--- config.mk ---
export PLATFORM = sky130hd
export DESIGN_NAME = ahb_bus_arbiter_flat
export DESIGN_NICKNAME = d
export VERILOG_FILES = /design/src/rtl/bridge_pkg.sv /design/src/rtl/ahb_bus_arbiter_if.sv /design/src/rtl/rr_pick.sv /design/src/rtl/ahb_bus_arbiter.sv /design/src/flat_wrapper.sv
export SDC_FILE = /design/constraint.sdc
export NUM_CORES = 1
export LEC_CHECK = 0
export BUFFER_PORTS_ARGS = -buffer_cell sky130_fd_sc_hd__clkbuf_2
export CAP_MARGIN = 20
export CORE_ASPECT_RATIO = 0.7
export CORE_MARGIN = 4
export CORE_UTILIZATION = 47
export DETAILED_ROUTE_END_ITERATION = 6
export MAX_ROUTING_LAYER = met4
export PLACE_DENSITY = 0.78
export SLEW_MARGIN = 10
export SYNTH_ARGS = -nofsm -noshare
export SYNTH_HDL_FRONTEND = slang
export SYNTH_SLANG_ARGS = --single-unit
--- constraint.sdc ---
create_clock -name hclk -period 6.9 [get_ports hclk]
set_input_delay 0.69 -clock hclk [delete_from_list [all_inputs] [get_ports hclk]]
set_output_delay 0.69 -clock hclk [all_outputs]
set_load 0.01 [all_outputs]
--- src/rtl/bridge_pkg.sv ---
// Shared definitions for the AHB bus arbiter: transfer encodings, arbiter
// states and the master count.
package bridge_pkg;

    localparam int NUM_MASTERS = 3;

    typedef enum logic [1:0] {
        HTRANS_IDLE   = 2'b00,
        HTRANS_BUSY   = 2'b01,
        HTRANS_NONSEQ = 2'b10,
        HTRANS_SEQ    = 2'b11
    } htrans_e;

    typedef enum logic [1:0] {
        ST_PARK = 2'd0,
        ST_OWN  = 2'd1,
        ST_LOCK = 2'd2
    } arb_state_e;

    function automatic logic [NUM_MASTERS-1:0] idx_to_onehot(input logic [1:0] idx);
        logic [NUM_MASTERS-1:0] v;
        v      = '0;
        v[idx] = 1'b1;
        return v;
    endfunction

endpackage

--- src/rtl/ahb_bus_arbiter_if.sv ---
// Bus-side signal bundle of the arbiter: requests and transfer status in,
// grant and ownership information out.
interface ahb_bus_arbiter_if;
    import bridge_pkg::*;

    logic [NUM_MASTERS-1:0] hbusreq;
    logic [NUM_MASTERS-1:0] hlock;
    logic [1:0]             htrans;
    logic                   hreadyin;
    logic [NUM_MASTERS-1:0] hgrant;
    logic [1:0]             hmaster;
    logic [1:0]             hmaster_data;
    logic                   hmastlock;

    modport slave (
        input  hbusreq, hlock, htrans, hreadyin,
        output hgrant, hmaster, hmaster_data, hmastlock
    );

    modport master (
        output hbusreq, hlock, htrans, hreadyin,
        input  hgrant, hmaster, hmaster_data, hmastlock
    );

endinterface

--- src/rtl/rr_pick.sv ---
// Round-robin selector: first asserted request searching upward from the
// master after the last owner, wrapping around.
module rr_pick
    import bridge_pkg::*;
(
    input  logic [NUM_MASTERS-1:0] i_req,
    input  logic [1:0]             i_last,
    output logic [1:0]             o_winner,
    output logic                   o_valid
);

    function automatic logic [1:0] wrap_add(input logic [1:0] base, input int k);
        return 2'((int'(base) + k) % NUM_MASTERS);
    endfunction

    // Walk from the farthest candidate to the nearest so the nearest wins.
    always_comb begin
        o_winner = 2'd0;
        o_valid  = 1'b0;
        for (int k = NUM_MASTERS; k >= 1; k--) begin
            if (i_req[wrap_add(i_last, k)]) begin
                o_winner = wrap_add(i_last, k);
                o_valid  = 1'b1;
            end
        end
    end

endmodule

--- src/rtl/ahb_bus_arbiter.sv ---
// Three-master AHB arbiter with round-robin selection, per-tenure beat quota
// and locked tenures; grant decisions take effect one cycle after the point.
module ahb_bus_arbiter
    import bridge_pkg::*;
#(
    parameter int QUOTA = 4
) (
    input  logic              hclk,
    input  logic              hreset,
    ahb_bus_arbiter_if.slave  bus
);

    localparam logic [3:0] LP_QUOTA = 4'(QUOTA);

    arb_state_e             r_state;
    logic [NUM_MASTERS-1:0] r_hgrant;
    logic [1:0]             r_hmaster;
    logic [1:0]             r_hmaster_data;
    logic                   r_hmastlock;
    logic [3:0]             r_beat_cnt;

    arb_state_e             w_state_nxt;
    logic [1:0]             w_owner_nxt;
    logic [3:0]             w_cnt_nxt;
    logic [3:0]             w_cnt_sat;
    logic                   w_arb_point;
    logic                   w_beat;
    logic                   w_owner_req;
    logic                   w_owner_lock;
    logic                   w_others_req;
    logic                   w_quota_hit;
    logic [1:0]             w_rr_winner;
    logic                   w_rr_valid;

    rr_pick u_rr_pick (
        .i_req    (bus.hbusreq),
        .i_last   (r_hmaster),
        .o_winner (w_rr_winner),
        .o_valid  (w_rr_valid)
    );

    // BUSY and IDLE are arbitration points; only NONSEQ/SEQ count as beats.
    assign w_arb_point  = bus.hreadyin && (bus.htrans != HTRANS_SEQ);
    assign w_beat       = bus.hreadyin && bus.htrans[1];
    assign w_owner_req  = bus.hbusreq[r_hmaster];
    assign w_owner_lock = bus.hlock[r_hmaster];
    assign w_others_req = |(bus.hbusreq & ~idx_to_onehot(r_hmaster));
    assign w_quota_hit  = (r_beat_cnt == LP_QUOTA);
    assign w_cnt_sat    = (r_beat_cnt >= LP_QUOTA) ? LP_QUOTA : r_beat_cnt + 4'd1;

    always_comb begin
        w_state_nxt = r_state;
        w_owner_nxt = r_hmaster;
        w_cnt_nxt   = r_beat_cnt;
        case (r_state)
            ST_PARK: begin
                w_cnt_nxt = 4'd0;
                if (w_arb_point && w_rr_valid) begin
                    w_owner_nxt = w_rr_winner;
                    w_state_nxt = bus.hlock[w_rr_winner] ? ST_LOCK : ST_OWN;
                end
            end
            ST_OWN, ST_LOCK: begin
                if (w_beat) begin
                    w_cnt_nxt = w_cnt_sat;
                end
                if (w_arb_point) begin
                    // A held lock outranks quota expiry.
                    if (w_owner_lock && w_owner_req) begin
                        w_state_nxt = ST_LOCK;
                    end else if (!w_owner_req || (w_quota_hit && w_others_req)) begin
                        w_cnt_nxt = 4'd0;
                        if (w_rr_valid) begin
                            w_owner_nxt = w_rr_winner;
                            w_state_nxt = bus.hlock[w_rr_winner] ? ST_LOCK : ST_OWN;
                        end else begin
                            w_owner_nxt = 2'd0;
                            w_state_nxt = ST_PARK;
                        end
                    end else begin
                        w_state_nxt = ST_OWN;
                    end
                end
            end
            default: begin
                w_state_nxt = ST_PARK;
                w_owner_nxt = 2'd0;
                w_cnt_nxt   = 4'd0;
            end
        endcase
    end

    always_ff @(posedge hclk) begin
        if (hreset) begin
            r_state        <= ST_PARK;
            r_hgrant       <= 3'b001;
            r_hmaster      <= 2'd0;
            r_hmaster_data <= 2'd0;
            r_hmastlock    <= 1'b0;
            r_beat_cnt     <= 4'd0;
        end else if (bus.hreadyin) begin
            r_state        <= w_state_nxt;
            r_hmaster      <= w_owner_nxt;
            r_hgrant       <= idx_to_onehot(w_owner_nxt);
            r_hmaster_data <= r_hmaster;
            r_hmastlock    <= (w_state_nxt == ST_LOCK);
            r_beat_cnt     <= w_cnt_nxt;
        end
    end

    assign bus.hgrant       = r_hgrant;
    assign bus.hmaster      = r_hmaster;
    assign bus.hmaster_data = r_hmaster_data;
    assign bus.hmastlock    = r_hmastlock;

endmodule

--- src/flat_wrapper.sv ---
// flat-port wrapper written by rule: the top's interface ports become plain ports
module ahb_bus_arbiter_flat import bridge_pkg::*;
#(
    parameter int QUOTA = 4
)
  (hclk, hreset, bus_hbusreq, bus_hlock, bus_htrans, bus_hreadyin, bus_hgrant, bus_hmaster, bus_hmaster_data, bus_hmastlock);
  ahb_bus_arbiter_if bus_i ();
  input  logic hclk;
  input  logic hreset;
  input wire logic [$bits(bus_i.hbusreq)-1:0] bus_hbusreq;
  input wire logic [$bits(bus_i.hlock)-1:0] bus_hlock;
  input wire logic [$bits(bus_i.htrans)-1:0] bus_htrans;
  input wire logic [$bits(bus_i.hreadyin)-1:0] bus_hreadyin;
  output wire logic [$bits(bus_i.hgrant)-1:0] bus_hgrant;
  output wire logic [$bits(bus_i.hmaster)-1:0] bus_hmaster;
  output wire logic [$bits(bus_i.hmaster_data)-1:0] bus_hmaster_data;
  output wire logic [$bits(bus_i.hmastlock)-1:0] bus_hmastlock;
  assign bus_i.hbusreq = bus_hbusreq;
  assign bus_i.hlock = bus_hlock;
  assign bus_i.htrans = bus_htrans;
  assign bus_i.hreadyin = bus_hreadyin;
  assign bus_hgrant = bus_i.hgrant;
  assign bus_hmaster = bus_i.hmaster;
  assign bus_hmaster_data = bus_i.hmaster_data;
  assign bus_hmastlock = bus_i.hmastlock;
  ahb_bus_arbiter #(.QUOTA(QUOTA)) u_core (.hclk(hclk), .hreset(hreset), .bus(bus_i));
endmodule
==> Flow_metrics.wiki <==
{| class="wikitable"
! Metric !! Value
|-
| Buffers inserted by post-CTS timing repair || 0
|-
| Smallest setup slack after layout || 3.88 ns
|-
| Routed wire length per instance || 15.0 um
|-
| Die X || 67.3 um
|-
| Longest Clk Path Bufs || 2
|-
| Endpoint arrival time on the critical path || 3.21 ns
|-
| Clock latency of the later-clocked register in the worst-skew pair || 0.29 ns
|-
| Most frequent cells in the layout || sky130_fd_sc_hd__clkbuf_2 (18), sky130_fd_sc_hd__dfxtp_1 (14), sky130_fd_sc_hd__nor2_1 (12), sky130_fd_sc_hd__inv_1 (11), sky130_fd_sc_hd__nand2_1 (11)
|-
| Post-route setup TNS || 0 ns
|-
| Gate Count Post-Synth || 139
|-
| Critical path type || flop to flop
|-
| Global routing usage on met3 || 5.68%
|-
| Yosys warning total || 0
|-
| Ratio of final minimum period to clock period || 43.8%
|-
| Length of the first detailed-routing pass in iterations || 4
|-
| Synthesized flop and latch total || 14
|-
| Crit path time final || 3.02 ns
|-
| Footprint of the flip-flops and latches || 280 sq um
|-
| Final hold vios || 0
|-
| Post-Syn Area || 1160 sq um
|-
| FMAX || 331 MHz
|-
| Pin count of the biggest net entering global routing || 13
|-
| Largest incremental delay on the critical path || 0.59 ns
|-
| Hold buffers post-CTS || 0
|-
| Initial antenna violation count || 0
|-
| Cell at the root of the clock tree || sky130_fd_sc_hd__clkbuf_4
|-
| Final net count || 177
|-
| Estimated wirelength of the detail-placed design || 2.18 mm
|-
| Met1 GRT Util || 26.5%
|-
| Power per unit of standard cell area || 189 nW/um^2
|-
| Total number of H-tree levels || 1
|-
| Net count after synthesis || 159
|-
| Total die area || 3330 sq um
|-
| Crit-path leading delay family || compound AO/OA/AOI/OAI gates
|-
| Post-synth cell types || 43
|-
| Setup repair after global routing missed its margin || no
|-
| Number of gates given a new drive strength after cts || 0
|-
| Final setup viols || 0
|-
| Portion of the post-synthesis area used by sequential elements || 24.2%
|-
| Max-cap check violation count || 0
|-
| CP Capture Type || flop
|-
| Iteration-0 DRC Markers || 45
|-
| Via/cell ratio || 5.91
|-
| Overall Global Routing Usage || 18.5%
|-
| Critical path buffer and inverter count || 1
|-
| I/O pin count || 19
|-
| Met2 Usage GRT || 24.3%
|-
| Remaining global-route overflow || 0
|-
| Clock Skews || 0.00544 ns
|-
| Global placer's final weighted congestion || 0.823
|-
| Post-layout power || 245 uW
|-
| Layout cells sized above 1 || 20.5%
|-
| Worst min-delay path category || flop to flop
|-
| Count of placed standard cells including taps || 184
|-
| Area overhead of the layout relative to synthesis || 12.2%
|-
| Total DRC errors in the routed layout || 0
|-
| Run status || finished, final reports clean
|-
| Worst-case vdd ir drop || 0.000121 V
|-
| I/O Buffers || 18
|-
| Diode count || 0
|-
| List of cells traversed by the critical path || inv_1, ha_1, nor2_1, a22oi_4, a32oi_1, mux2_4, mux2i_1, o211ai_1, a31o_2
|-
| Post-detailed-route count of antenna-violating nets || 0
|-
| Global-route layer with the greatest usage || met1
|-
| Multi-input logic area || 810 sq um
|-
| Syn Area/Cell || 8.32 sq um
|-
| Most common cell after layout, fill and taps aside || sky130_fd_sc_hd__clkbuf_2
|-
| Pre-CTS setup slack || 3.95 ns
|-
| Worst-path cell with the longest stage delay || sky130_fd_sc_hd__dfxtp_1
|-
| Effective utilization at floorplan || 51.6%
|-
| Total CTS buffers || 3
|-
| First-pass GRT wire length || 4.62 mm
|-
| Vias in the first global route || 1024
|-
| Worst Tran Pin Value || 0.539 ns
|-
| Number of standard-cell rows in the floorplan || 14
|-
| Total number of vias || 1112
|-
| Vertical extent of the die || 49.5 um
|-
| Clock tree from TritonCTS || yes
|-
| Startpoint class of the critical path || flop
|-
| CP required || 7.09 ns
|-
| Floorplan Core Area || 2240 sq um
|-
| FILL cells || 221
|-
| Highest net fanout along the worst path || 12
|-
| Clock input transition at the sequential cells of the worst setup and hold paths || 0.09 ns
|-
| Worst relative slew slack || 64.0%
|-
| Count of pins over their slew limit || 0
|-
| Total detailed-routing wirelength || 2.83 mm
|-
| Leakage power || 0.580 nW
|-
| Non-filler cells in the finished layout || 188
|-
| Sink Count || 14
|}
## cell type report
| type | count | area share, % |
|---|---|---|
| Multi-Input combinational cell | 109 | 62.4 |
| Sequential cell | 14 | 21.6 |
| Inverter | 11 | 3.18 |
| Timing Repair Buffer | 18 | 6.94 |
| Clock buffer | 4 | 2.80 |
| Tap cell | 32 | 3.09 |
## through the flow
stage | hold slack (ns) | util, % | instance area [sq um]
6_report | 0.483 | 57.9 | 1300
5_1_grt | 0.489 | 57.9 | 1300
4_1_cts | 0.477 | 57.9 | 1300
3_5_place_dp | 0.459 | 56.3 | 1260
3_3_place_gp | 0.456 | 56.3 | 1260
2_1_floorplan | 0.478 | - | 1160
## synthesized netlist by cell type (all sizes together)
| cell type | count | share of area [%] |
|---|---|---|
| a41o | 1 | 0.87 |
| or4 | 1 | 0.65 |
| mux2i | 8 | 6.9 |
| a21boi | 1 | 0.65 |
| o22ai | 1 | 0.54 |
| clkbuf | 1 | 0.32 |
| dfxtp | 14 | 24 |
| o21a | 3 | 1.9 |
| nor2b | 7 | 3.8 |
| a41oi | 1 | 0.76 |
| a221oi | 1 | 1.3 |
| nor2 | 12 | 3.9 |
| o211a | 1 | 0.87 |
| and2 | 1 | 0.54 |
| o21ai | 5 | 2.2 |
| a311oi | 1 | 1.3 |
| o41ai | 1 | 1.4 |
| o211ai | 6 | 3.9 |
| nand3 | 3 | 1.3 |
| or2 | 1 | 0.54 |
| ha | 9 | 9.7 |
| o32a | 1 | 0.87 |
| a221o | 1 | 0.87 |
| a32oi | 1 | 0.76 |
| and3b | 1 | 0.76 |
| a21oi | 6 | 2.6 |
| o31ai | 2 | 1.3 |
| a31o | 1 | 0.76 |
| and3 | 3 | 1.6 |
| nor3 | 3 | 1.3 |
| nand2b | 2 | 1.1 |
| nand3b | 2 | 1.3 |
| mux2 | 4 | 4.5 |
| a31oi | 2 | 1.1 |
| nand2 | 11 | 3.6 |
| a22o | 1 | 0.76 |
| inv | 11 | 3.6 |
| a22oi | 4 | 3.8 |
| buf | 4 | 1.8 |
## report_power, final
| group | switching, mW | leakage [nW] | internal, mW |
|---|---|---|---|
| sequential | 0.00661 | 0.114 | 0.0859 |
| combinational | 0.0535 | 0.445 | 0.0391 |
| clock | 0.0275 | 0.0210 | 0.0321 |
## per-layer routing
layer  share of wire [%]  vias to the layer above
met5                   0                        -
met1                  51                      512
met3                 4.9                        8
met4                 1.2                        0
li1                    -                      550
met2                  43                       42
## worst register-to-register path, stage by stage (launching register included)
cell and delay, ns:
sky130_fd_sc_hd__dfxtp_1 0.59, sky130_fd_sc_hd__inv_1 0.19, sky130_fd_sc_hd__ha_1 0.48, sky130_fd_sc_hd__nor2_1 0.34, sky130_fd_sc_hd__a22oi_4 0.15, sky130_fd_sc_hd__a32oi_1 0.23
sky130_fd_sc_hd__mux2_4 0.20, sky130_fd_sc_hd__mux2i_1 0.29, sky130_fd_sc_hd__o211ai_1 0.20, sky130_fd_sc_hd__a31o_2 0.26
## state kept, by name, summed over array words and instances (netlist names)
signal / count
u_core.r_beat_cnt: 4
u_core.bus.hgrant: 3
u_core.r_state: 2
u_core.bus.hmastlock: 1
u_core.bus.hmaster_data: 2
u_core.bus.hmaster: 2
## worst paths after layout
| check | startpoint | to | slack (ns) | cells after the start |
|---|---|---|---|---|
| worst max register to register | u_core.bus.hmaster[0] | u_core.r_state[0] | 3.88 | 9 |
| worst min-delay path | u_core.bus.hgrant[1] | u_core.bus.hgrant[1] | 0.48 | 2 |
| worst min register to register | u_core.bus.hgrant[1] | u_core.bus.hgrant[1] | 0.48 | 2 |
| worst max-delay path | u_core.bus.hmaster[0] | u_core.r_state[0] | 3.88 | 9 |
## cell families after synthesis
family,synth area share [%]
simple gates,20.3
mux,11.5
flops,24.2
buf+inv,5.74
fa+ha+maj,9.74
compound gates,28.5
(Power assumes the default switching activity.)
